**src/rtl/bf_stdio_bridge.sv**
```systemverilog
// Buffered stdio bridge: core stdout -> TX FIFO -> uart_tx start/ready FSM,
// uart_rx -> RX FIFO -> registered first-word-fall-through head for the core's ','.

module bf_stdio_fifo #(
  parameter int DW    = 8,
  parameter int DEPTH = 16,
  localparam int AW   = $clog2(DEPTH)
) (
  input  logic          clk,
  input  logic          rstn,
  input  logic          push,
  input  logic [DW-1:0] wdata,
  input  logic          pop,
  output logic          full,
  output logic          push_ok,
  output logic          head_vld,
  output logic [DW-1:0] head,
  output logic [AW:0]   level
);
  logic [DW-1:0] mem [DEPTH];
  logic [AW:0]   wr_ptr, rd_ptr, wr_ptr_n, rd_ptr_n;
  logic          empty, pop_ok;

  assign empty    = (wr_ptr == rd_ptr);
  assign full     = (wr_ptr[AW] != rd_ptr[AW]) && (wr_ptr[AW-1:0] == rd_ptr[AW-1:0]);
  assign pop_ok   = pop && !empty;
  // a pop on a full FIFO frees the slot the same-cycle push lands in
  assign push_ok  = push && (!full || pop_ok);
  assign wr_ptr_n = wr_ptr + {{AW{1'b0}}, push_ok};
  assign rd_ptr_n = rd_ptr + {{AW{1'b0}}, pop_ok};

  always_ff @(posedge clk) begin
    if (push_ok) mem[wr_ptr[AW-1:0]] <= wdata;
  end

  // head is the next-cycle view of the queue; bypass when the only entry is being written now
  always_ff @(posedge clk or negedge rstn) begin
    if (!rstn) begin
      wr_ptr   <= '0;
      rd_ptr   <= '0;
      head_vld <= 1'b0;
      head     <= '0;
      level    <= '0;
    end else begin
      wr_ptr   <= wr_ptr_n;
      rd_ptr   <= rd_ptr_n;
      level    <= wr_ptr_n - rd_ptr_n;
      head_vld <= (wr_ptr_n != rd_ptr_n);
      if (wr_ptr_n == rd_ptr_n)                head <= '0;
      else if (push_ok && rd_ptr_n == wr_ptr)  head <= wdata;
      else                                     head <= mem[rd_ptr_n[AW-1:0]];
    end
  end
endmodule

module bf_stdio_bridge #(
  parameter int DATA_WIDTH = 8,
  parameter int TX_DEPTH   = 16,
  parameter int RX_DEPTH   = 16,
  parameter int EDGE_MODE  = 1
) (
  input  logic                      clk,
  input  logic                      rstn,
  input  logic [DATA_WIDTH-1:0]     stdout,
  input  logic                      stdout_en,
  output logic                      stdout_stall,
  output logic [DATA_WIDTH-1:0]     stdin,
  output logic                      stdin_valid,
  input  logic                      stdin_ren,
  output logic [DATA_WIDTH-1:0]     uart_tx_data,
  output logic                      uart_tx_start,
  input  logic                      uart_tx_ready,
  input  logic [DATA_WIDTH-1:0]     uart_rx_data,
  input  logic                      uart_rx_valid,
  output logic [$clog2(TX_DEPTH):0] tx_level,
  output logic                      rx_overflow
);
  typedef enum logic [1:0] {IDLE, START, BUSY, DRAIN} tx_state_e;

  tx_state_e                  state, state_n;
  logic                       en_q, pending, tx_req, tx_push, tx_pop, tx_full, tx_push_ok, tx_head_vld;
  logic [DATA_WIDTH-1:0]      tx_head;
  logic                       rx_full, rx_push_ok;
  logic [$clog2(RX_DEPTH):0]  rx_level;
  logic                       unused_fifo;

  assign unused_fifo = ^{rx_level, rx_full, tx_push_ok};

  // legacy cores hold stdout_en high for several cycles: one byte per rising edge,
  // and an edge that lands on a full FIFO waits in 'pending' with stdout held by the core
  assign tx_req       = (EDGE_MODE != 0) ? (pending || (stdout_en && !en_q)) : stdout_en;
  assign tx_push      = tx_req && !tx_full;
  assign stdout_stall = tx_full || pending;

  always_ff @(posedge clk or negedge rstn) begin
    if (!rstn) begin
      en_q        <= 1'b0;
      pending     <= 1'b0;
      rx_overflow <= 1'b0;
    end else begin
      en_q        <= stdout_en;
      pending     <= (EDGE_MODE != 0) && tx_req && tx_full;
      rx_overflow <= rx_overflow || (uart_rx_valid && !rx_push_ok);
    end
  end

  bf_stdio_fifo #(.DW(DATA_WIDTH), .DEPTH(TX_DEPTH)) u_tx_fifo (
    .clk(clk), .rstn(rstn), .push(tx_push), .wdata(stdout), .pop(tx_pop),
    .full(tx_full), .push_ok(tx_push_ok), .head_vld(tx_head_vld), .head(tx_head), .level(tx_level)
  );

  bf_stdio_fifo #(.DW(DATA_WIDTH), .DEPTH(RX_DEPTH)) u_rx_fifo (
    .clk(clk), .rstn(rstn), .push(uart_rx_valid), .wdata(uart_rx_data), .pop(stdin_ren),
    .full(rx_full), .push_ok(rx_push_ok), .head_vld(stdin_valid), .head(stdin), .level(rx_level)
  );

  always_comb begin
    state_n = state;
    tx_pop  = 1'b0;
    case (state)
      IDLE:  if (tx_head_vld && uart_tx_ready) begin
               tx_pop  = 1'b1;
               state_n = START;
             end
      START: state_n = BUSY;
      BUSY:  if (!uart_tx_ready) state_n = DRAIN;
      DRAIN: if (uart_tx_ready) state_n = IDLE;
      default: state_n = IDLE;
    endcase
  end

  always_ff @(posedge clk or negedge rstn) begin
    if (!rstn) begin
      state         <= IDLE;
      uart_tx_start <= 1'b0;
      uart_tx_data  <= '0;
    end else begin
      state         <= state_n;
      uart_tx_start <= (state_n == START);
      if (tx_pop) uart_tx_data <= tx_head;
    end
  end
endmodule
```
**config.mk**
```make
export PLATFORM = sky130hd
export DESIGN_NAME = bf_stdio_bridge
export DESIGN_NICKNAME = d
export VERILOG_FILES = /design/src/rtl/bf_stdio_bridge.sv
export SDC_FILE = /design/constraint.sdc
export NUM_CORES = 1
export LEC_CHECK = 0
export ABC_AREA = 1
export BUFFER_PORTS_ARGS = -buffer_cell sky130_fd_sc_hd__buf_2
export CAP_MARGIN = 20
export CORE_MARGIN = 8
export CORE_UTILIZATION = 30
export CTS_BUF_LIST = sky130_fd_sc_hd__clkbuf_8 sky130_fd_sc_hd__clkbuf_16
export CTS_CLUSTER_DIAMETER = 60
export CTS_CLUSTER_SIZE = 14
export DETAILED_ROUTE_END_ITERATION = 7
export PLACE_DENSITY = 0.44
export SETUP_SLACK_MARGIN = 0.05
export SKIP_LAST_GASP = 1
export SLEW_MARGIN = 30
export SYNTH_ARGS = -nofsm -noshare
export SYNTH_HDL_FRONTEND = slang
export SYNTH_SLANG_ARGS = --single-unit
```
**constraint.sdc**
```tcl
create_clock -name clk -period 3.28 [get_ports clk]
set_clock_uncertainty 0.15 [all_clocks]
set_input_delay 0.328 -clock clk [delete_from_list [all_inputs] [get_ports clk]]
set_output_delay 0.328 -clock clk [all_outputs]
set_load 0.1 [all_outputs]
```
==> parameters.txt <==
Parameter                              Value

Critical path
  Ordered cell list for the critical path ... inv_2 > nand2_1 > nand2_1 > nor2_1 > nand3b_1 > nand2_1 > inv_2 > ha_1 > ha_1 > xor2_1 > ha_1 > nand2_1 > o21ai_0 > xor2_1
  Setup slack on the worst flop-to-flop path ... 0.30 ns
  Highest-delay cell along the critical path ... dfrtp_1
  Critical path data arrival time ... 3.27 ns
  Worst Path Max Fanout ... 5
  WP buf/inv ... 2
  CP startpoint ... u_tx_fifo.wr_ptr[3]$_DFF_PN0_
  FF-to-FF Start ... u_tx_fifo.wr_ptr[3]$_DFF_PN0_
  Data required time at the worst endpoint ... 3.57 ns
  Cell with the most instances on the worst path ... nand2_1
  CP Launch Type ... register
  CP peak stage delay ... 0.43 ns
  Setup Crit Path Kind ... register to register
  Crit path capture type ... register
  Cell family with the largest share of critical-path delay ... adder cells

Logic synthesis
  Number of distinct standard cells referenced by the synthesized netlist ... 30
  Seq cells post-synth ... 313
  Register area share after synthesis ... 0.682
  Total of warnings raised by yosys ... 0
  Syn Nets ... 1294
  Mean Syn Cell Area ... 10.6 sq um
  Post-synth design cell area ... 0.0134 sq mm
  Mapped Cells ... 1259

Global routing
  All-Layer GR Usage ... 0.135
  Final global-route overflow total ... 0
  Largest net degree at the start of global routing ... 67
  First-pass GRT wire length ... 53.5 mm
  Vias in the first global route ... 8891
  Number of antenna violations at the first check in global routing ... 0

Floorplan
  Placeable core region ... 0.0441 sq mm
  Area enclosed by the die boundary ... 0.0515 sq mm
  Vertical die dimension ... 227 microns
  Effective utilization at floorplan ... 0.303
  Core Rows ... 77
  I/O pin count ... 47
  Die W ... 227 microns

Cells and area
  Area of combinational cells with multiple inputs ... 0.00369 sq mm
  Non-Filler Instances ... 1961
  Diode insertion count for antenna repair ... 0
  Flip-flop and latch area ... 0.00913 sq mm
  Fraction of layout instances using a drive strength above 1 ... 0.142
  Total Nets Final ... 1385
  Layout overhead on the synthesized area ... 17.4%
  Fill cell instance count of the final layout ... 4493

STA
  Max Clock Freq ... 335 MHz
  Final worst path period need ... 2.98 ns
  Actual slew at the worst max-slew pin ... 0.773 ns
  Fin. max-slew vios ... 0
  Max-Slew Margin vs Limit ... 0.483
  Smallest hold slack ... 0.0476 ns
  Final hold viol count ... 0
  Final setup vio count ... 0
  Setup TNS ... 0 ns
  Period Utilization, post-route ... 0.909
  Setup repair after global routing missed its margin ... yes

Place
  Number of placed cells counting well taps ... 1901
  Hpwl dp ... 22.0 mm
  Count of buffers from port buffering ... 46
  Final weighted congestion in routability-driven placement ... 0.798

Clock network
  H-tree Lvls ... 1
  TritonCTS clock tree ... done
  Reg clk slew, reported paths ... 0.06 ns
  Bufs on Longest Clock Path ... 3
  Clock latency reported for the late side of the worst-skew pair ... 0.57 ns
  Clock Sinks ... 313
  Clock tree root buffer cell ... clkbuf_16
  Number of CTS-inserted buffers ... 30

Detailed routing
  Avg WL per Cell ... 17.7 microns
  DRT Pass-1 Iters ... 5
  Routed Wire Length ... 34.6 mm
  Number of vias per cell after detailed routing ... 4.54
  Antenna viol nets, final ... 0
  Routed via count ... 8900
  Drt first-iter violations ... 593
  Number of remaining DRC errors ... 0

Run status
  Outcome ... complete, no violations

Power and ir drop
  Clock group share of total power ... 0.206
  Combinational cell fraction of total power ... 0.482
  Power Dens Cells ... 1080 mW/mm^2
  Worst vdd ir ... 521 uV
  Psw ... 7.66 mW
  Seq pwr share ... 0.312
  Sw Share ... 0.453
  Leakage power summed over all cells ... 6.37 nW
  Internal power summed over all cells ... 9.26 mW
  Final total power ... 16.9 mW

Hold path
  Startpoint of the tightest hold check path ... stdout[7]
  Hold Path Class ... input port to register

Flow run
  # Max-Cap Violations ... 0
## flip-flops by register name (all words and copies together), names as in the netlist
| name | cells |
|---|---|
| rx_overflow | 1 |
| u_tx_fifo.wr_ptr | 5 |
| u_rx_fifo.wr_ptr | 5 |
| u_tx_fifo.mem | 128 |
| en_q | 1 |
| u_tx_fifo.rd_ptr | 5 |
| u_tx_fifo.level | 5 |
| state | 2 |
| u_tx_fifo.head | 8 |
| u_rx_fifo.head_vld | 1 |
| uart_tx_start | 1 |
| uart_tx_data | 8 |
| u_rx_fifo.head | 8 |
| u_rx_fifo.mem | 128 |
| pending | 1 |
| u_rx_fifo.rd_ptr | 5 |
| u_tx_fifo.head_vld | 1 |
## metrics by stage
step / instance area (sq um) / worst slack, ns / util
5_1_grt: 15700 / 0.0269 / 0.355
6_report: 15700 / 0.298 / 0.355
3_5_place_dp: 14600 / 0.282 / 0.330
3_3_place_gp: 14600 / 0.262 / 0.330
4_1_cts: 15600 / 0.245 / 0.354
2_1_floorplan: 13400 / 0.348 / -
## final cells by class
class | instances | area share
Inverter | 86 | 0.0206
Tap cell | 592 | 0.0473
Timing Repair Buffer | 109 | 0.0514
Clock inverter | 15 | 0.00918
Sequential cell | 313 | 0.582
Clock buffer | 36 | 0.0539
Multi-Input combinational cell | 810 | 0.236
## logic make-up after synthesis
group	count (synthesis)	share of synthesized area
AOI/OAI and AO/OA	14	0.00562
xor gates and xnor gates	15	0.0110
adders and majority gates	13	0.0127
buffers and inverters	136	0.0430
DFF	313	0.682
and+or+nand+nor	768	0.245
## final timing paths
kind,endpoint,cells after the start
hold reg to reg,uart_tx_data[3]$_DFFE_PN0P_,2
min in group asynchronous,u_tx_fifo.level[1]$_DFF_PN0_,2
hold / removal,u_tx_fifo.mem[6][7]$_DFFE_PP_,1
setup reg to reg,u_tx_fifo.level[3]$_DFF_PN0_,14
max in group asynchronous,u_tx_fifo.wr_ptr[2]$_DFF_PN0_,3
setup / recovery,u_tx_fifo.level[3]$_DFF_PN0_,14
## routing by layer
metal | part of all wire | track usage | vias to the layer above
met5 | 0 | 0 | -
met4 | 0.027 | 0.0399 | 0
met3 | 0.039 | 0.0218 | 48
met2 | 0.48 | 0.229 | 158
met1 | 0.45 | 0.177 | 4274
li1 | - | - | 4420
## cells in the mapped netlist, drive strengths merged
cell type    n  area [sq um]
dfrtp       57          1430
xor2        14           138
o21bai       1          7.51
a211oi       1          7.51
clkinv       1          3.75
edfxtp     256          7690
nand2      398          1500
a21oi        3          15.0
buf         32           184
ha          12           150
nand4        1          6.26
fa           1          20.0
nand3      267          1360
nor2        99           392
inv         85           319
or2          2          12.5
nand3b       1          7.51
xnor2        1          8.76
clkbuf      18          67.6
o21ai        9          45.0
## layout by cell type (no fill, tap or decap), types with 2 or more instances in the layout
cell / synthesis / final
a21oi_1: 3 / 3
buf_12: 0 / 7
buf_2: 24 / 45
buf_4: 3 / 52
bufinv_16: 0 / 2
clkbuf_16: 0 / 31
clkbuf_8: 0 / 5
clkinv_1: 1 / 2
dfrtp_1: 57 / 47
dfrtp_2: 0 / 10
dlygate4sd3_1: 0 / 5
edfxtp_1: 256 / 256
ha_1: 12 / 9
ha_2: 0 / 2
inv_1: 65 / 72
inv_2: 20 / 20
inv_6: 0 / 3
nand2_1: 394 / 394
nand2_2: 4 / 4
nand3_1: 263 / 263
nand3_2: 4 / 4
nor2_1: 95 / 95
nor2_4: 2 / 3
o21ai_0: 9 / 9
xor2_1: 12 / 12
xor2_2: 2 / 2
## power groups by stage
stage / clock network, mW / registers (mW) / logic [mW]
2_1_floorplan: 0 / 6.30 / 4.58
3_3_place_gp: 0 / 5.35 / 8.24
3_5_place_dp: 0 / 5.35 / 8.21
4_1_cts: 3.60 / 5.27 / 8.25
5_1_grt: 3.71 / 5.34 / 9.12
6_report: 3.49 / 5.27 / 8.16
## what timing repair did
| action | CTS | global route |
|---|---|---|
| hold buffers | 5 | 0 |
| endpoints found under the hold margin | 47 | 0 |
| setup buffers | 0 | 4 |
| endpoints found under the setup margin | 0 | 13 |
| resized for setup | 0 | 12 |
No activity file was read; power rests on OpenSTA's default activity.
